### config.mk
export PLATFORM = sky130hd
export DESIGN_NAME = ysyx_23060201_idu_pipe
export DESIGN_NICKNAME = d
export VERILOG_FILES = /design/src/rtl/ysyx_23060201_idu_pipe.sv
export SDC_FILE = /design/constraint.sdc
export NUM_CORES = 1
export LEC_CHECK = 0
export BUFFER_PORTS_ARGS = -buffer_cell sky130_fd_sc_hd__buf_2
export CAP_MARGIN = 20
export CORE_MARGIN = 2
export CORE_UTILIZATION = 58
export DETAILED_ROUTE_END_ITERATION = 6
export PLACE_DENSITY = 0.82
export REMOVE_ABC_BUFFERS = 1
export SETUP_SLACK_MARGIN = 0.3
export SLEW_MARGIN = 5
export SYNTH_ARGS = -nofsm -noshare
export SYNTH_HDL_FRONTEND = slang
export SYNTH_SLANG_ARGS = --single-unit
### constraint.sdc
create_clock -name clk -period 4.1 [get_ports clk]
set_input_delay 0.205 -clock clk [delete_from_list [all_inputs] [get_ports clk]]
set_output_delay 0.205 -clock clk [all_outputs]
set_load 0.02 [all_outputs]
### src/rtl/ysyx_23060201_idu_pipe.sv
// Decode stage: one-entry register between IFU and EXU, 1-cycle latency, up to one instruction/cycle.
// Issue stalls on a pending-write scoreboard hazard; in_ready drops while stalled or flushing.
module ysyx_23060201_idu_pipe #(
  parameter int XLEN   = 32,
  parameter int NR_REG = 32,
  parameter int PEND_W = 2
) (
  input  logic            clk,
  input  logic            rst_n,
  input  logic            flush,
  input  logic            in_valid,
  output logic            in_ready,
  input  logic [31:0]     in_inst,
  input  logic [XLEN-1:0] in_pc,
  output logic            out_valid,
  input  logic            out_ready,
  output logic [XLEN-1:0] out_pc,
  output logic [XLEN-1:0] out_imm,
  output logic [6:0]      out_op,
  output logic [4:0]      out_rd,
  output logic [2:0]      out_func3,
  output logic [6:0]      out_func7,
  output logic [4:0]      out_raddr1,
  output logic [4:0]      out_raddr2,
  output logic [1:0]      out_ren,
  output logic            out_wen,
  output logic            out_illegal,
  output logic            out_ecall,
  output logic            out_ebreak,
  input  logic            wb_valid,
  input  logic [4:0]      wb_rd
);
  localparam logic [6:0] OP_R     = 7'b0110011;
  localparam logic [6:0] OP_I     = 7'b0010011;
  localparam logic [6:0] OP_LD    = 7'b0000011;
  localparam logic [6:0] OP_S     = 7'b0100011;
  localparam logic [6:0] OP_B     = 7'b1100011;
  localparam logic [6:0] OP_LUI   = 7'b0110111;
  localparam logic [6:0] OP_AUIPC = 7'b0010111;
  localparam logic [6:0] OP_JAL   = 7'b1101111;
  localparam logic [6:0] OP_JALR  = 7'b1100111;
  localparam logic [6:0] OP_SYS   = 7'b1110011;
  localparam logic [5:0] REG_LIM  = 6'(NR_REG);

  typedef enum logic [2:0] {IMM_NONE, IMM_I, IMM_S, IMM_B, IMM_U, IMM_J} imm_sel_e;

  typedef struct packed {
    logic [XLEN-1:0] pc;
    logic [XLEN-1:0] imm;
    logic [6:0]      op;
    logic [4:0]      rd;
    logic [2:0]      func3;
    logic [6:0]      func7;
    logic [4:0]      rs1;
    logic [4:0]      rs2;
    logic [1:0]      ren;
    logic            wen;
    logic            illegal;
    logic            ecall;
    logic            ebreak;
  } stage_t;

  stage_t            stage_q, stage_d, dec_s;
  logic              stage_vld_q, stage_vld_d;
  logic [PEND_W-1:0] cnt_q [NR_REG];
  logic [PEND_W-1:0] cnt_d [NR_REG];
  logic [PEND_W-1:0] cnt_rs1, cnt_rs2, cnt_rd;
  logic              hazard, issue, sb_inc, sb_dec;
  imm_sel_e          imm_sel;
  logic [1:0]        ren_cls;
  logic              wen_cls, bad_op, bad_reg;

  always_comb begin
    imm_sel = IMM_NONE;
    ren_cls = 2'b00;
    wen_cls = 1'b0;
    bad_op  = 1'b0;
    case (in_inst[6:0])
      OP_R:                 begin ren_cls = 2'b11; wen_cls = 1'b1; end
      OP_I, OP_LD, OP_JALR: begin ren_cls = 2'b01; wen_cls = 1'b1; imm_sel = IMM_I; end
      OP_S:                 begin ren_cls = 2'b11; imm_sel = IMM_S; end
      OP_B:                 begin ren_cls = 2'b11; imm_sel = IMM_B; end
      OP_LUI, OP_AUIPC:     begin wen_cls = 1'b1; imm_sel = IMM_U; end
      OP_JAL:               begin wen_cls = 1'b1; imm_sel = IMM_J; end
      OP_SYS:               imm_sel = IMM_I;
      default:              bad_op = 1'b1;
    endcase
    // With NR_REG=32 the limit is unreachable, so this only bites for RV32E.
    bad_reg = (ren_cls[0] & ({1'b0, in_inst[19:15]} >= REG_LIM))
            | (ren_cls[1] & ({1'b0, in_inst[24:20]} >= REG_LIM))
            | (wen_cls    & ({1'b0, in_inst[11:7]}  >= REG_LIM));

    dec_s         = '0;
    dec_s.pc      = in_pc;
    dec_s.op      = in_inst[6:0];
    dec_s.rd      = in_inst[11:7];
    dec_s.rs1     = in_inst[19:15];
    dec_s.rs2     = in_inst[24:20];
    dec_s.func7   = in_inst[31:25];
    dec_s.func3   = (in_inst[6:0] == OP_LUI || in_inst[6:0] == OP_AUIPC || in_inst[6:0] == OP_JAL)
                    ? 3'b000 : in_inst[14:12];
    dec_s.illegal = bad_op | bad_reg;
    dec_s.ren     = dec_s.illegal ? 2'b00 : ren_cls;
    dec_s.wen     = wen_cls & ~dec_s.illegal & (in_inst[11:7] != 5'd0);
    dec_s.ecall   = (in_inst == 32'h0000_0073);
    dec_s.ebreak  = (in_inst == 32'h0010_0073);
    case (imm_sel)
      IMM_I:   dec_s.imm = XLEN'($signed(in_inst[31:20]));
      IMM_S:   dec_s.imm = XLEN'($signed({in_inst[31:25], in_inst[11:7]}));
      IMM_B:   dec_s.imm = XLEN'($signed({in_inst[31], in_inst[7], in_inst[30:25], in_inst[11:8], 1'b0}));
      IMM_U:   dec_s.imm = XLEN'($signed({in_inst[31:12], 12'h000}));
      IMM_J:   dec_s.imm = XLEN'($signed({in_inst[31], in_inst[19:12], in_inst[20], in_inst[30:21], 1'b0}));
      default: dec_s.imm = '0;
    endcase
  end

  // Register 0 and addresses beyond NR_REG read as never pending.
  always_comb begin
    cnt_rs1 = '0;
    cnt_rs2 = '0;
    cnt_rd  = '0;
    for (int r = 1; r < NR_REG; r++) begin
      if (stage_q.rs1 == 5'(r)) cnt_rs1 = cnt_q[r];
      if (stage_q.rs2 == 5'(r)) cnt_rs2 = cnt_q[r];
      if (stage_q.rd  == 5'(r)) cnt_rd  = cnt_q[r];
    end
    hazard    = (stage_q.ren[0] & (cnt_rs1 != '0))
              | (stage_q.ren[1] & (cnt_rs2 != '0))
              | (stage_q.wen & (&cnt_rd));
    out_valid = stage_vld_q & ~hazard;
    issue     = out_valid & out_ready;
    in_ready  = ~flush & (~stage_vld_q | issue);
  end

  always_comb begin
    stage_vld_d = stage_vld_q;
    stage_d     = stage_q;
    if (flush) begin
      stage_vld_d = 1'b0;
    end else if (in_valid & in_ready) begin
      stage_vld_d = 1'b1;
      stage_d     = dec_s;
    end else if (issue) begin
      stage_vld_d = 1'b0;
    end

    sb_inc   = 1'b0;
    sb_dec   = 1'b0;
    cnt_d[0] = '0;
    for (int r = 1; r < NR_REG; r++) begin
      cnt_d[r] = cnt_q[r];
      sb_inc   = issue & stage_q.wen & (stage_q.rd == 5'(r));
      sb_dec   = wb_valid & (wb_rd == 5'(r)) & (cnt_q[r] != '0);
      if (sb_inc & ~sb_dec)      cnt_d[r] = cnt_q[r] + PEND_W'(1);
      else if (sb_dec & ~sb_inc) cnt_d[r] = cnt_q[r] - PEND_W'(1);
    end
  end

  always_ff @(posedge clk) begin
    if (!rst_n) begin
      stage_vld_q <= 1'b0;
      stage_q     <= '0;
      cnt_q       <= '{default: '0};
    end else begin
      stage_vld_q <= stage_vld_d;
      stage_q     <= stage_d;
      cnt_q       <= cnt_d;
    end
  end

  assign out_pc      = stage_q.pc;
  assign out_imm     = stage_q.imm;
  assign out_op      = stage_q.op;
  assign out_rd      = stage_q.rd;
  assign out_func3   = stage_q.func3;
  assign out_func7   = stage_q.func7;
  assign out_raddr1  = stage_q.rs1;
  assign out_raddr2  = stage_q.rs2;
  assign out_ren     = stage_q.ren;
  assign out_wen     = stage_q.wen;
  assign out_illegal = stage_q.illegal;
  assign out_ecall   = stage_q.ecall;
  assign out_ebreak  = stage_q.ebreak;
endmodule

Word level (Yosys, flattened, before mapping) --
Cells that the tools add are included.
Word-level totals: logic and storage cells 723, register bits after elaboration 165, output and inout bits 104, input bits 75
Cells by class: muxes and demuxes 164, bitwise logic cells 234, equal/unequal tests 141, add/sub/neg operators 62, reduce and logical (&&, ||, !) cells 77
Operators by type and width (count):
- equality test 5 bit, second input constant | 64
- 2-to-1 mux 2 bit | 156
- AND 1 bit | 165
- equality test 5 x 4 -> 1 bit, second input constant | 32
- one-hot mux 32 bit (5 select lines) | 1
- nonzero test 2 bit | 65
- equality test 5 x 3 -> 1 bit, second input constant | 16
- NOT 1 bit | 66
- adder 2 x 1 -> 2 bit, second input constant | 31
- subtractor 2 x 1 -> 2 bit, second input constant | 31
- equality test 5 x 2 -> 1 bit, second input constant | 8
- equality test 32 x 21 -> 1 bit, second input constant | 1
- equality test 32 x 7 -> 1 bit, second input constant | 1
- equality test 7 bit, second input constant | 4
- equality test 7 x 6 -> 1 bit, second input constant | 3
- equality test 5 x 1 -> 1 bit, second input constant | 4
- one-hot mux 3 bit (5 select lines) | 1
- equality test 7 x 5 -> 1 bit, second input constant | 2
- OR reduction 10 bit | 1
- equality test 7 x 2 -> 1 bit, second input constant | 1
- OR reduction 7 bit | 1
- equality test 3 x 2 -> 1 bit, second input constant | 2
- equality test 3 bit, second input constant | 2
- OR reduction 3 bit | 2
- 10 further kinds | 18

Longest topological paths before layout --
word-level depth 45, gate-level depth with buffers 16, depth with buffers taken out 12

Least setup slack after synthesis --
Ideal clock, no wire load.
kind register to register, start point register stage_q, in the netlist out_raddr2[1], end point register cnt_q[1] (netlist name), library setup time 0.076 ns, path slack 0.448 ns, clock period less this slack 3.652 ns, stages on the path, launching flop included 14, arrival time 3.576 ns, cell sequence dfxtp_1 > buf_2 > buf_2 > clkbuf_1 > o211ai_1 > a32o_1 > a311o_1 > nor3_1 > nand4_1 > clkbuf_1 > nor3_1 > ha_1 > or3_1 > a21boi_0
Between the ends: cells in the longest elaborated chain, start to end 44, elaborated cells between the ends (all ways) 76, classes of those cells eq/ne (31); mux (32); bitwise (11); reduce/logical (2)
RTL lines:
- from (decl) | line 63 | stage_t stage_q, stage_d, dec_s;
- from (signal assigned) | line 166 | stage_q <= stage_d;
- equality test 5 x 1 -> 1 bit | line 124 | if (stage_q.rs2 == 5'(r)) cnt_rs2 = cnt_q[r];
- 2-to-1 mux 2 bit (30 in series) | line 124
- 2-to-1 mux 2 bit * | line 124
- nonzero test 2 bit * | line 128 | | (stage_q.ren[1] & (cnt_rs2 != '0))
- AND 1 bit * | line 128
- bitwise OR 1 bit * | line 128
- bitwise OR 1 bit * | line 129 | | (stage_q.wen & (&cnt_rd));
- NOT 1 bit * | line 130 | out_valid = stage_vld_q & ~hazard;
- AND 1 bit * | line 130
- AND 1 bit * | line 131 | issue = out_valid & out_ready;
- AND 1 bit * (2 in series) | line 152 | sb_inc = issue & stage_q.wen & (stage_q.rd == 5'(r));
- NOT 1 bit | line 155 | else if (sb_dec & ~sb_inc) cnt_d[r] = cnt_q[r] - PEND_W'(1);
- AND 1 bit | line 155
- nonzero test 2 bit (no line)
- to (signal assigned) | line 167 | cnt_q <= cnt_d;
- to (decl) | line 65 | logic [PEND_W-1:0] cnt_q [NR_REG];
Mark *: on every way between the ends. The rest lies on a longest branch, timed or not. A chain may end at the register's enable or synchronous reset.

Worst setup path after layout --
start point register stage_q, in the netlist out_rd[2], end point register cnt_q[49] (netlist name)
Between the ends: cells in the longest elaborated chain, start to end 43, elaborated cells between the ends (all ways) 75, classes of those cells eq/ne (31); mux (32); bitwise (10); reduce/logical (2)
RTL lines:
- equality test 5 x 1 -> 1 bit | line 125 | if (stage_q.rd == 5'(r)) cnt_rd = cnt_q[r];
- 2-to-1 mux 2 bit (31 in series) | line 125
- AND reduction 2 bit | line 129
- AND 1 bit | line 129
- bitwise OR 1 bit | line 129
- NOT 1 bit | line 130
- AND 1 bit | line 130
- AND 1 bit | line 131
- AND 1 bit | line 152
- AND 1 bit * | line 152
- NOT 1 bit | line 155
- AND 1 bit | line 155
- nonzero test 2 bit (no line)
Marks and branches as above.

==> results.yml <==
outcome:
  status: "finished, final reports clean"
placed_design:
  hpwlAfterDp_microns: 28110
  numPortBuffers: 178
  placed_cells: 1727
  globalplace.congestion: 1.045
global_route:
  grt_pass1_wl_microns: 59260
  grt_pass1_vias: 10740
  grt_start_max_net_pins: 121
  grt-ovfl-total: 0
  met2_usage: 0.5985
  gr-max-usage-layer: "met2"
  antenna_found_initial: 1
  grt.met3_usage: 0.09341
  met1_usage: 0.4737
  track_usage: 0.3798
logic_synthesis:
  synth_area_per_cell_sq_um: 7.988
  yosysSeqAreaShare: 0.3040
  netlist_instances: 1360
  synth_edf_count: 0
  synthArstFlopShare: 0
  syn-cell-area_sq_mm: 0.01086
  yosysWarnings: 0
  ys_ff_latch: 165
  ys_types: 81
  synthFlopType: "dfxtp_1"
cts:
  clock_latency_ns: 0.44
  htreeDepth: 4
  cts_buffer_depth: 2
  cts.sinks: 165
  holdBufCountCts: 0
  cts_buffers: 17
  clk_pin_slew_worst_paths_ns: 0.07
  clockRootBuffer: "clkbuf_16"
  cts_tree: "yes"
final_layout:
  layout-drive-gt1-share: 0.2064
  nFillCells: 1483
  synthToLayoutAreaGrowth_pct: 18.14
  fin_util: 0.6931
  n_antenna_cell: 0
  final_common_cell: "nand2_1"
  stdcell_count: 1760
  nNetsFinal: 1620
  final_cell_mix: "nand2_1 (215), buf_2 (177), dfxtp_1 (156)"
pwr:
  power_density_mw_per_mm2: 305.2
  peakVddDrop_v: 0.0002784
  p_leak_nw: 5.284
  internal_power_w: 0.002770
  p_sw_frac: 0.2927
  seqPwrFrac: 0.429
  combPwrFrac: 0.144
  p_sw_w: 0.001147
  power.share.clock: 0.427
timing:
  relSlewSlack: 0.3906
  max_freq_mhz: 269.9
  rsz0062_at_grt: "true"
  period_share: 0.9037
  hold_ws_ns: 0.008276
  post-route-min-period_ns: 3.705
  drv_slew: 0
  final-hold-violation-count: 0
  fin_tns_setup_ns: 0
  finalSetupViolCount: 0
  worstMarginPinSlew_ns: 0.9122
  fin_skew_ns: 0.01453
drt:
  via_per_inst: 6.394
  drt-total-wl_microns: 38050
  drt_iter0_markers: 1039
  wl_per_cell_microns: 21.62
  drc_errors: 0
  first_pass_iters: 6
  vias: 11250
  ant_nets: 0
die:
  rows: 50
  core_area_sq_mm: 0.01852
  dieWidth_microns: 140.9
  dieArea_sq_mm: 0.01984
  start_util: 0.5867
  die-height_microns: 140.9
  ios: 179
setup_path:
  crit_fanout: 30
  arrival_ns: 4.06
  cp.required_ns: 4.46
  path_class: "register to register"
  crit_path_end_kind: "register"
  r2r_setup_slack_ns: 0.39
  crit_path_start_kind: "register"
hold_path:
  hp-class: "input port to register"
run:
  maxCapViolCount: 0
-- through the flow --
stage | total power [W] | setup slack [ns] | instance area, sq um
global placement | 0.002257 | 0.007787 | 12150
CTS | 0.003911 | 0.3032 | 12770
global route | 0.004039 | 0.2744 | 12830
floorplan | 0.002015 | -1.095 | 10360
finish | 0.003917 | 0.3950 | 12830
detailed placement | 0.002262 | -0.01078 | 12150
-- registers in the layout, indices dropped and copies added (netlist names) --
register     flops
cnt_q           62
out_imm         32
out_pc          32
out_func7        7
out_op           7
out_raddr1       5
out_raddr2       5
out_rd           5
out_func3        3
out_ren          2
out_ebreak       1
out_ecall        1
out_illegal      1
out_wen          1
stage_vld_q      1
-- critical path, cell delays in order, from the launching register on --
cell	delay [ns]
dfxtp_1	0.34
buf_12	0.17
or3b_4	0.42
or3_4	0.36
o41ai_1	0.08
o21a_1	0.17
o221ai_1	0.14
a2111o_1	0.52
buf_4	0.19
nand4_1	0.10
buf_4	0.17
nor3_1	0.07
ha_1	0.24
xor2_1	0.17
or3_1	0.31
a21boi_0	0.17
-- synth_stat cells (6+ instances only) --
cell      count  area [sq um]
xor2_1       32         280.3
o22ai_1      10         62.56
a211oi_1      6         45.04
a21oi_1      33         165.2
o211ai_1     37         277.8
nor4_1       14         87.58
dfxtp_1     165          3303
buf_2        21         105.1
or3_1        36         225.2
o21ai_0      81         405.4
xnor2_1      31         271.5
buf_6         6         67.56
nor2b_1      25         156.4
inv_1        17         63.81
mux2i_1     112          1121
buf_1         7         26.28
nand3b_1     13         97.59
nand4_1       8         50.05
nor3_1       44         220.2
nor2_1       55         206.5
a21boi_0     31         232.7
nand2_1     215         807.0
a31oi_1      19         118.9
and2_1       59         369.1
mux2_2        6         67.56
nand2b_1     29         181.4
ha_1         31         387.9
nand3_1      30         150.1
clkbuf_1     70         262.8
-- cells by family after synthesis --
family,count (synthesis),synth area share
AO/OA/AOI/OAI,294,0.1831
XOR/XNOR,63,0.05079
adder cells (fa/ha/maj),31,0.03570
buffers and inverters,127,0.05217
flip-flops,165,0.3040
multiplexers,121,0.1156
AND/OR/NAND/NOR,559,0.2586
-- final timing paths --
| kind | start | endpoint | depth (start not counted) |
|---|---|---|---|
| setup / recovery | out_rd[2]$_SDFFE_PN0P_ | cnt_q[49]$_SDFFE_PN0P_ | 15 |
| hold / removal | in_pc[7] | out_pc[7]$_SDFFE_PN0P_ | 3 |
| setup reg to reg | out_rd[2]$_SDFFE_PN0P_ | cnt_q[49]$_SDFFE_PN0P_ | 15 |
| hold reg to reg | out_func7[5]$_SDFFE_PN0P_ | out_func7[5]$_SDFFE_PN0P_ | 2 |
-- area by class of cell --
cell class | count | area (sq um) | area share
Clock buffer | 18 | 429.2 | 0.03344
Clock inverter | 13 | 158.9 | 0.01238
Inverter | 18 | 67.56 | 0.005264
Multi-Input combinational cell | 1068 | 7077 | 0.5514
Sequential cell | 165 | 3317 | 0.2584
Tap cell | 234 | 292.8 | 0.02281
Timing Repair Buffer | 244 | 1493 | 0.1163
-- repair_timing --
action / 4_1_cts / 5_1_grt
setup buffers: 2 / 0
cloned: 0 / 0
gates resized for setup: 4 / 24
pin swaps: 1 / 2
endpoints found under the setup margin: 30 / 43
-- routing by layer --
metal	share of wire	routed length [microns]
met1	0.39	14930
met2	0.45	16940
met3	0.097	3673
met4	0.065	2492
met5	0.00034	13
-- power groups by stage --
stage               logic, W  registers (W)  clock network, W
floorplan           0.000234        0.00178                 0
global placement    0.000543        0.00171                 0
detailed placement  0.000546        0.00172                 0
CTS                 0.000550        0.00168           0.00168
global route        0.000604        0.00169           0.00175
finish              0.000562        0.00168           0.00167
Note: power is estimated with default switching activity, not from simulation.
